--- src/rtl/gray_counter_if.sv ---
// gray_counter_if: control inputs and count outputs of gray_counter
interface gray_counter_if #(parameter int NUM_PIN = 3);
  logic en, up, sat, load;
  logic [NUM_PIN:0] load_bin, bin, gray;
  logic wrap, at_max, at_min;
  modport master(output en, up, sat, load, load_bin, input bin, gray, wrap, at_max, at_min);
  modport slave(input en, up, sat, load, load_bin, output bin, gray, wrap, at_max, at_min);
endinterface

--- src/rtl/gray_counter.sv ---
// gray_counter: up/down wrap/saturate counter with registered binary, gray and status outputs
module gray_counter #(
  parameter int NUM_PIN = 3,
  parameter int RESET_VAL = 0
) (
  input logic clk,
  input logic rst,
  gray_counter_if.slave bus
);
  localparam int W = NUM_PIN + 1;
  localparam logic [NUM_PIN:0] MAX = '1;
  localparam logic [NUM_PIN:0] RV = W'(RESET_VAL);
  logic [NUM_PIN:0] bin_q, gray_q, nxt;
  logic wrap_q, max_q, min_q, nwrap, at_top, at_bot;
  always_comb begin
    at_top = bin_q == MAX;
    at_bot = bin_q == '0;
    nxt = bus.load ? bus.load_bin :
          !bus.en ? bin_q :
          bus.up ? (at_top && bus.sat ? bin_q : bin_q + W'(1)) :
                   (at_bot && bus.sat ? bin_q : bin_q - W'(1));
    nwrap = !bus.load && bus.en && !bus.sat && (bus.up ? at_top : at_bot);
  end
  // gray and flags derive from the next binary value so they never lag bin
  always_ff @(posedge clk or posedge rst)
    if (rst) begin
      bin_q <= RV;
      gray_q <= RV ^ (RV >> 1);
      wrap_q <= 1'b0;
      max_q <= RV == MAX;
      min_q <= RV == '0;
    end else begin
      bin_q <= nxt;
      gray_q <= nxt ^ (nxt >> 1);
      wrap_q <= nwrap;
      max_q <= nxt == MAX;
      min_q <= nxt == '0;
    end
  assign bus.bin = bin_q;
  assign bus.gray = gray_q;
  assign bus.wrap = wrap_q;
  assign bus.at_max = max_q;
  assign bus.at_min = min_q;
endmodule
--- src/flat_wrapper.sv ---
// flat-port wrapper written by rule: the top's interface ports become plain ports
module gray_counter_flat 
#(
  parameter int NUM_PIN = 3,
  parameter int RESET_VAL = 0
)
  (clk, rst, bus_en, bus_up, bus_sat, bus_load, bus_load_bin, bus_bin, bus_gray, bus_wrap, bus_at_max, bus_at_min);
  gray_counter_if #(.NUM_PIN(NUM_PIN)) bus_i ();
  input logic clk;
  input logic rst;
  input wire logic [$bits(bus_i.en)-1:0] bus_en;
  input wire logic [$bits(bus_i.up)-1:0] bus_up;
  input wire logic [$bits(bus_i.sat)-1:0] bus_sat;
  input wire logic [$bits(bus_i.load)-1:0] bus_load;
  input wire logic [$bits(bus_i.load_bin)-1:0] bus_load_bin;
  output wire logic [$bits(bus_i.bin)-1:0] bus_bin;
  output wire logic [$bits(bus_i.gray)-1:0] bus_gray;
  output wire logic [$bits(bus_i.wrap)-1:0] bus_wrap;
  output wire logic [$bits(bus_i.at_max)-1:0] bus_at_max;
  output wire logic [$bits(bus_i.at_min)-1:0] bus_at_min;
  assign bus_i.en = bus_en;
  assign bus_i.up = bus_up;
  assign bus_i.sat = bus_sat;
  assign bus_i.load = bus_load;
  assign bus_i.load_bin = bus_load_bin;
  assign bus_bin = bus_i.bin;
  assign bus_gray = bus_i.gray;
  assign bus_wrap = bus_i.wrap;
  assign bus_at_max = bus_i.at_max;
  assign bus_at_min = bus_i.at_min;
  gray_counter #(.NUM_PIN(NUM_PIN), .RESET_VAL(RESET_VAL)) u_core (.clk(clk), .rst(rst), .bus(bus_i));
endmodule
--- config.mk ---
export PLATFORM = sky130hd
export DESIGN_NAME = gray_counter_flat
export DESIGN_NICKNAME = d
export VERILOG_FILES = /design/src/rtl/gray_counter_if.sv /design/src/rtl/gray_counter.sv /design/src/flat_wrapper.sv
export SDC_FILE = /design/constraint.sdc
export NUM_CORES = 1
export LEC_CHECK = 0
export CAP_MARGIN = 20
export CORE_MARGIN = 1
export CORE_UTILIZATION = 45
export DETAILED_ROUTE_END_ITERATION = 7
export DONT_BUFFER_PORTS = 1
export PLACE_DENSITY_LB_ADDON = 0.25
export SLEW_MARGIN = 20
export SYNTH_ARGS = -nofsm -noshare
export SYNTH_HDL_FRONTEND = slang
export SYNTH_SLANG_ARGS = --single-unit
--- constraint.sdc ---
create_clock -name clk -period 4.45 [get_ports clk]
set_clock_uncertainty 0.15 [all_clocks]
set_input_delay 0.89 -clock clk [delete_from_list [all_inputs] [get_ports clk]]
set_output_delay 0.89 -clock clk [all_outputs]
set_load 0.03 [all_outputs]
==> summary.md <==
| Metric | Value |
|---|---|
| Post-CTS setup buffer count | 0 |
| CTS tree | done |
| Number of synthesized flops with an enable pin | 0 |
| Port buffer count | 0 |
| Row cnt | 13 |
| Via count | 479 |
| Post-Syn Instances | 64 |
| Area leader, netlist | dfrtp_1 |
| Clk network pwr share | 23.9% |
| Register area share after synthesis | 36.5% |
| Fillers | 128 |
| Synth Register Bits | 10 |
| CTS Buf Count | 3 |
| 1st-pass router iterations | 4 |
| Vias in the first global route | 392 |
| Met3 WL post-DR | 104 um |
| Initial antenna violation count | 0 |
| IO Pins | 21 |
| F_max | 0.437 GHz |
| Max_cap viols | 0 |
| Post-DR wirelength/cell | 15.7 um |
| Area Overhead vs Synth | 2.18% |
| Final setup violation count | 0 |
| Yosys warnings | 0 |
| Maximum fanout along the worst path | 5 |
| Final Cycle Share | 51.4% |
| Yosys top cell area share | 32.7% |
| Slew @ Worst Pin | 815 ps |
| Min-delay worst type | input port to async pin |
| Core area | 1370 um2 |
| Pint | 0.161 mW |
| CTS Root Cell | clkbuf_4 |
| Slew Limit Headroom | 45.7% |
| Commonest cells in the netlist | dfrtp_1 (9), ha_1 (4), inv_1 (4), nand2_1 (4), nor2_1 (4) |
| Dpl cells | 76 |
| Final nets | 80 |
| Register clock-pin slew on the reported worst setup and hold paths | 60 ps |
| Total GRT Usage | 16.9% |
| First-pass GRT wire length | 1800 um |
| Antenna Cells | 0 |
| Sw power | 0.0987 mW |
| Synth async-reset ratio | 100% |
| Unrepaired setup endpoints after global routing | false |
| Ratio of cells with drive above 1 in the final layout | 20.0% |
| Antenna Violating Nets Remaining | 0 |
| Largest net degree at the start of global routing | 12 |
| Finished Layout Cells | 80 |
| DRT met1 WL | 629 um |
| Max-slew violations | 0 |
| PwrDens | 369 nW/um2 |
| GR Overflow Total | 0 |
| DR WL met2 | 525 um |
| DRT Wirelength | 1260 um |
| Initial detailed-routing violation count | 26 |
| Via density | 5.99 |
| Comb power frac | 19.9% |
| Placer Congestion | 0.754 |
| Hold Violations, Final | 0 |
| Number of H-tree levels | 1 |
| Post_cts resized | 0 |
| Dpl hpwl | 963 um |
| Initial cell density of the core | 50.4% |
| Worst skew pair latency | 260 ps |
| Die Width | 41.1 um |
| Cell with the most instances after synthesis | dfrtp_1 |
| Switch share | 38.0% |
| Maximum vdd drop | 0.000163 V |
| Critical Path RT | 4500 ps |
| Final min period | 2290 ps |
| Synth Cell Area | 688 um2 |
| Status | complete, no violations |
| Worst Setup End Kind | flip-flop |
| Clock buffer depth | 2 |
| Cell variety after synth | 36 |
| Mean Syn Cell Area | 10.8 um2 |
| Setup crit start kind | flip-flop |
| Syn_nets | 78 |
| Die Ht | 41.1 um |
| Highest metal layer with signal wires | met3 |
| Crit path kind | flip-flop to flip-flop |
| Top post-synthesis cells by area | dfrtp_1 (33%), ha_1 (7.3%), dfstp_2 (3.8%) |
| Sum Neg Setup Slack | 0 ps |
| Die Area | 1690 um2 |
| Most used flip-flop cell after synthesis | dfrtp_1 |
| Post-CTS Hold Buffers | 0 |
| CTS sink cnt | 10 |
| P_leak | 0.287 nW |
| Sequential share of power | 56.2% |
| DRC | 0 |
| Worst path arrival time | 2330 ps |
==> layout make-up <==
cell class | instances | area (um2) | share of cell area [%]
multi-input combinational | 47 | 392 | 55.7
sequential | 10 | 251 | 35.8
clock buffer | 4 | 26.3 | 3.74
tap | 15 | 18.8 | 2.67
inverter | 4 | 15.0 | 2.14
==> kinds of logic (layout without fill, tap and decap cells) <==
family / Yosys count / count (layout) / share of synthesized area, %
fa+ha+maj: 4 / 4 / 7.27
xor+xnor: 3 / 3 / 3.82
flops: 10 / 10 / 36.5
simple gates: 22 / 22 / 21.6
buf+inv: 7 / 8 / 6.54
mux: 1 / 1 / 1.64
compound gates: 17 / 17 / 22.5
==> cell usage in the layout, fill, tap and decap left out, types with 2 or more instances in the layout <==
master / synthesis / layout
inv_1: 4 / 4
nand2_1: 4 / 4
dfrtp_1: 9 / 9
ha_1: 4 / 4
nor3_2: 2 / 2
xor2_1: 2 / 2
o21ai_1: 2 / 2
nand3_1: 2 / 2
a21oi_1: 3 / 3
nor3b_1: 2 / 2
nor2_1: 4 / 4
clkbuf_4: 0 / 3
==> worst max-delay path, cell delays in order (launching register included) <==
cell	delay, ps
dfrtp_1	610
inv_1	180
ha_1	280
nor4b_4	150
o21ai_2	250
nor3_2	80
a211oi_4	330
and3_1	210
==> path summary, 6_finish.rpt <==
kind | from | end | slack [ps] | cells past startpoint
setup reg to reg | u_core.bus.bin[0]$_DFF_PP0_ | u_core.bus.at_max$_DFF_PP0_ | 2160 | 7
hold reg to reg | u_core.bus.bin[0]$_DFF_PP0_ | u_core.bus.bin[0]$_DFF_PP0_ | 890 | 3
max in group asynchronous | rst | u_core.bus.at_min$_DFF_PP1_ | 3510 | 1
setup / recovery | u_core.bus.bin[0]$_DFF_PP0_ | u_core.bus.at_max$_DFF_PP0_ | 2160 | 7
min in group clk | bus_sat | u_core.bus.wrap$_DFF_PP0_ | 550 | 1
hold / removal | rst | u_core.bus.gray[1]$_DFF_PP0_ | 330 | 1
==> power by group through the flow <==
stage | logic (mW) | clock network (mW) | registers (mW)
floorplan | 0.0577 | 0 | 0.137
global placement | 0.0527 | 0 | 0.147
detailed placement | 0.0517 | 0 | 0.148
CTS | 0.0519 | 0.0650 | 0.146
global route | 0.0571 | 0.0691 | 0.149
finish | 0.0517 | 0.0621 | 0.146
==> through the flow <==
step | setup WS (ps) | hold slack, ps | total power [mW] | cell area, um2 | utilization, %
finish | 2160 | 335 | 0.260 | 703 | 51.5
global route | 2030 | 360 | 0.275 | 703 | 51.5
CTS | 2170 | 333 | 0.263 | 703 | 51.5
detailed placement | 2180 | 617 | 0.199 | 677 | 49.5
global placement | 2170 | 614 | 0.200 | 677 | 49.5
floorplan | 2400 | 579 | 0.195 | 688 | -
==> registers in the layout, summed over array words and instances (netlist names) <==
| register | flops |
|---|---|
| u_core.bus.at_min | 1 |
| u_core.bus.wrap | 1 |
| u_core.bus.bin | 4 |
| u_core.bus.gray | 3 |
| u_core.bus.at_max | 1 |
==> layer usage <==
layer	global-route usage, %	vias to the layer above
met1	26.7	227
met2	21.1	19
met3	8.70	0
li1	-	233
met4	0	0
met5	0	-
Note: power is estimated with default switching activity, not from simulation.
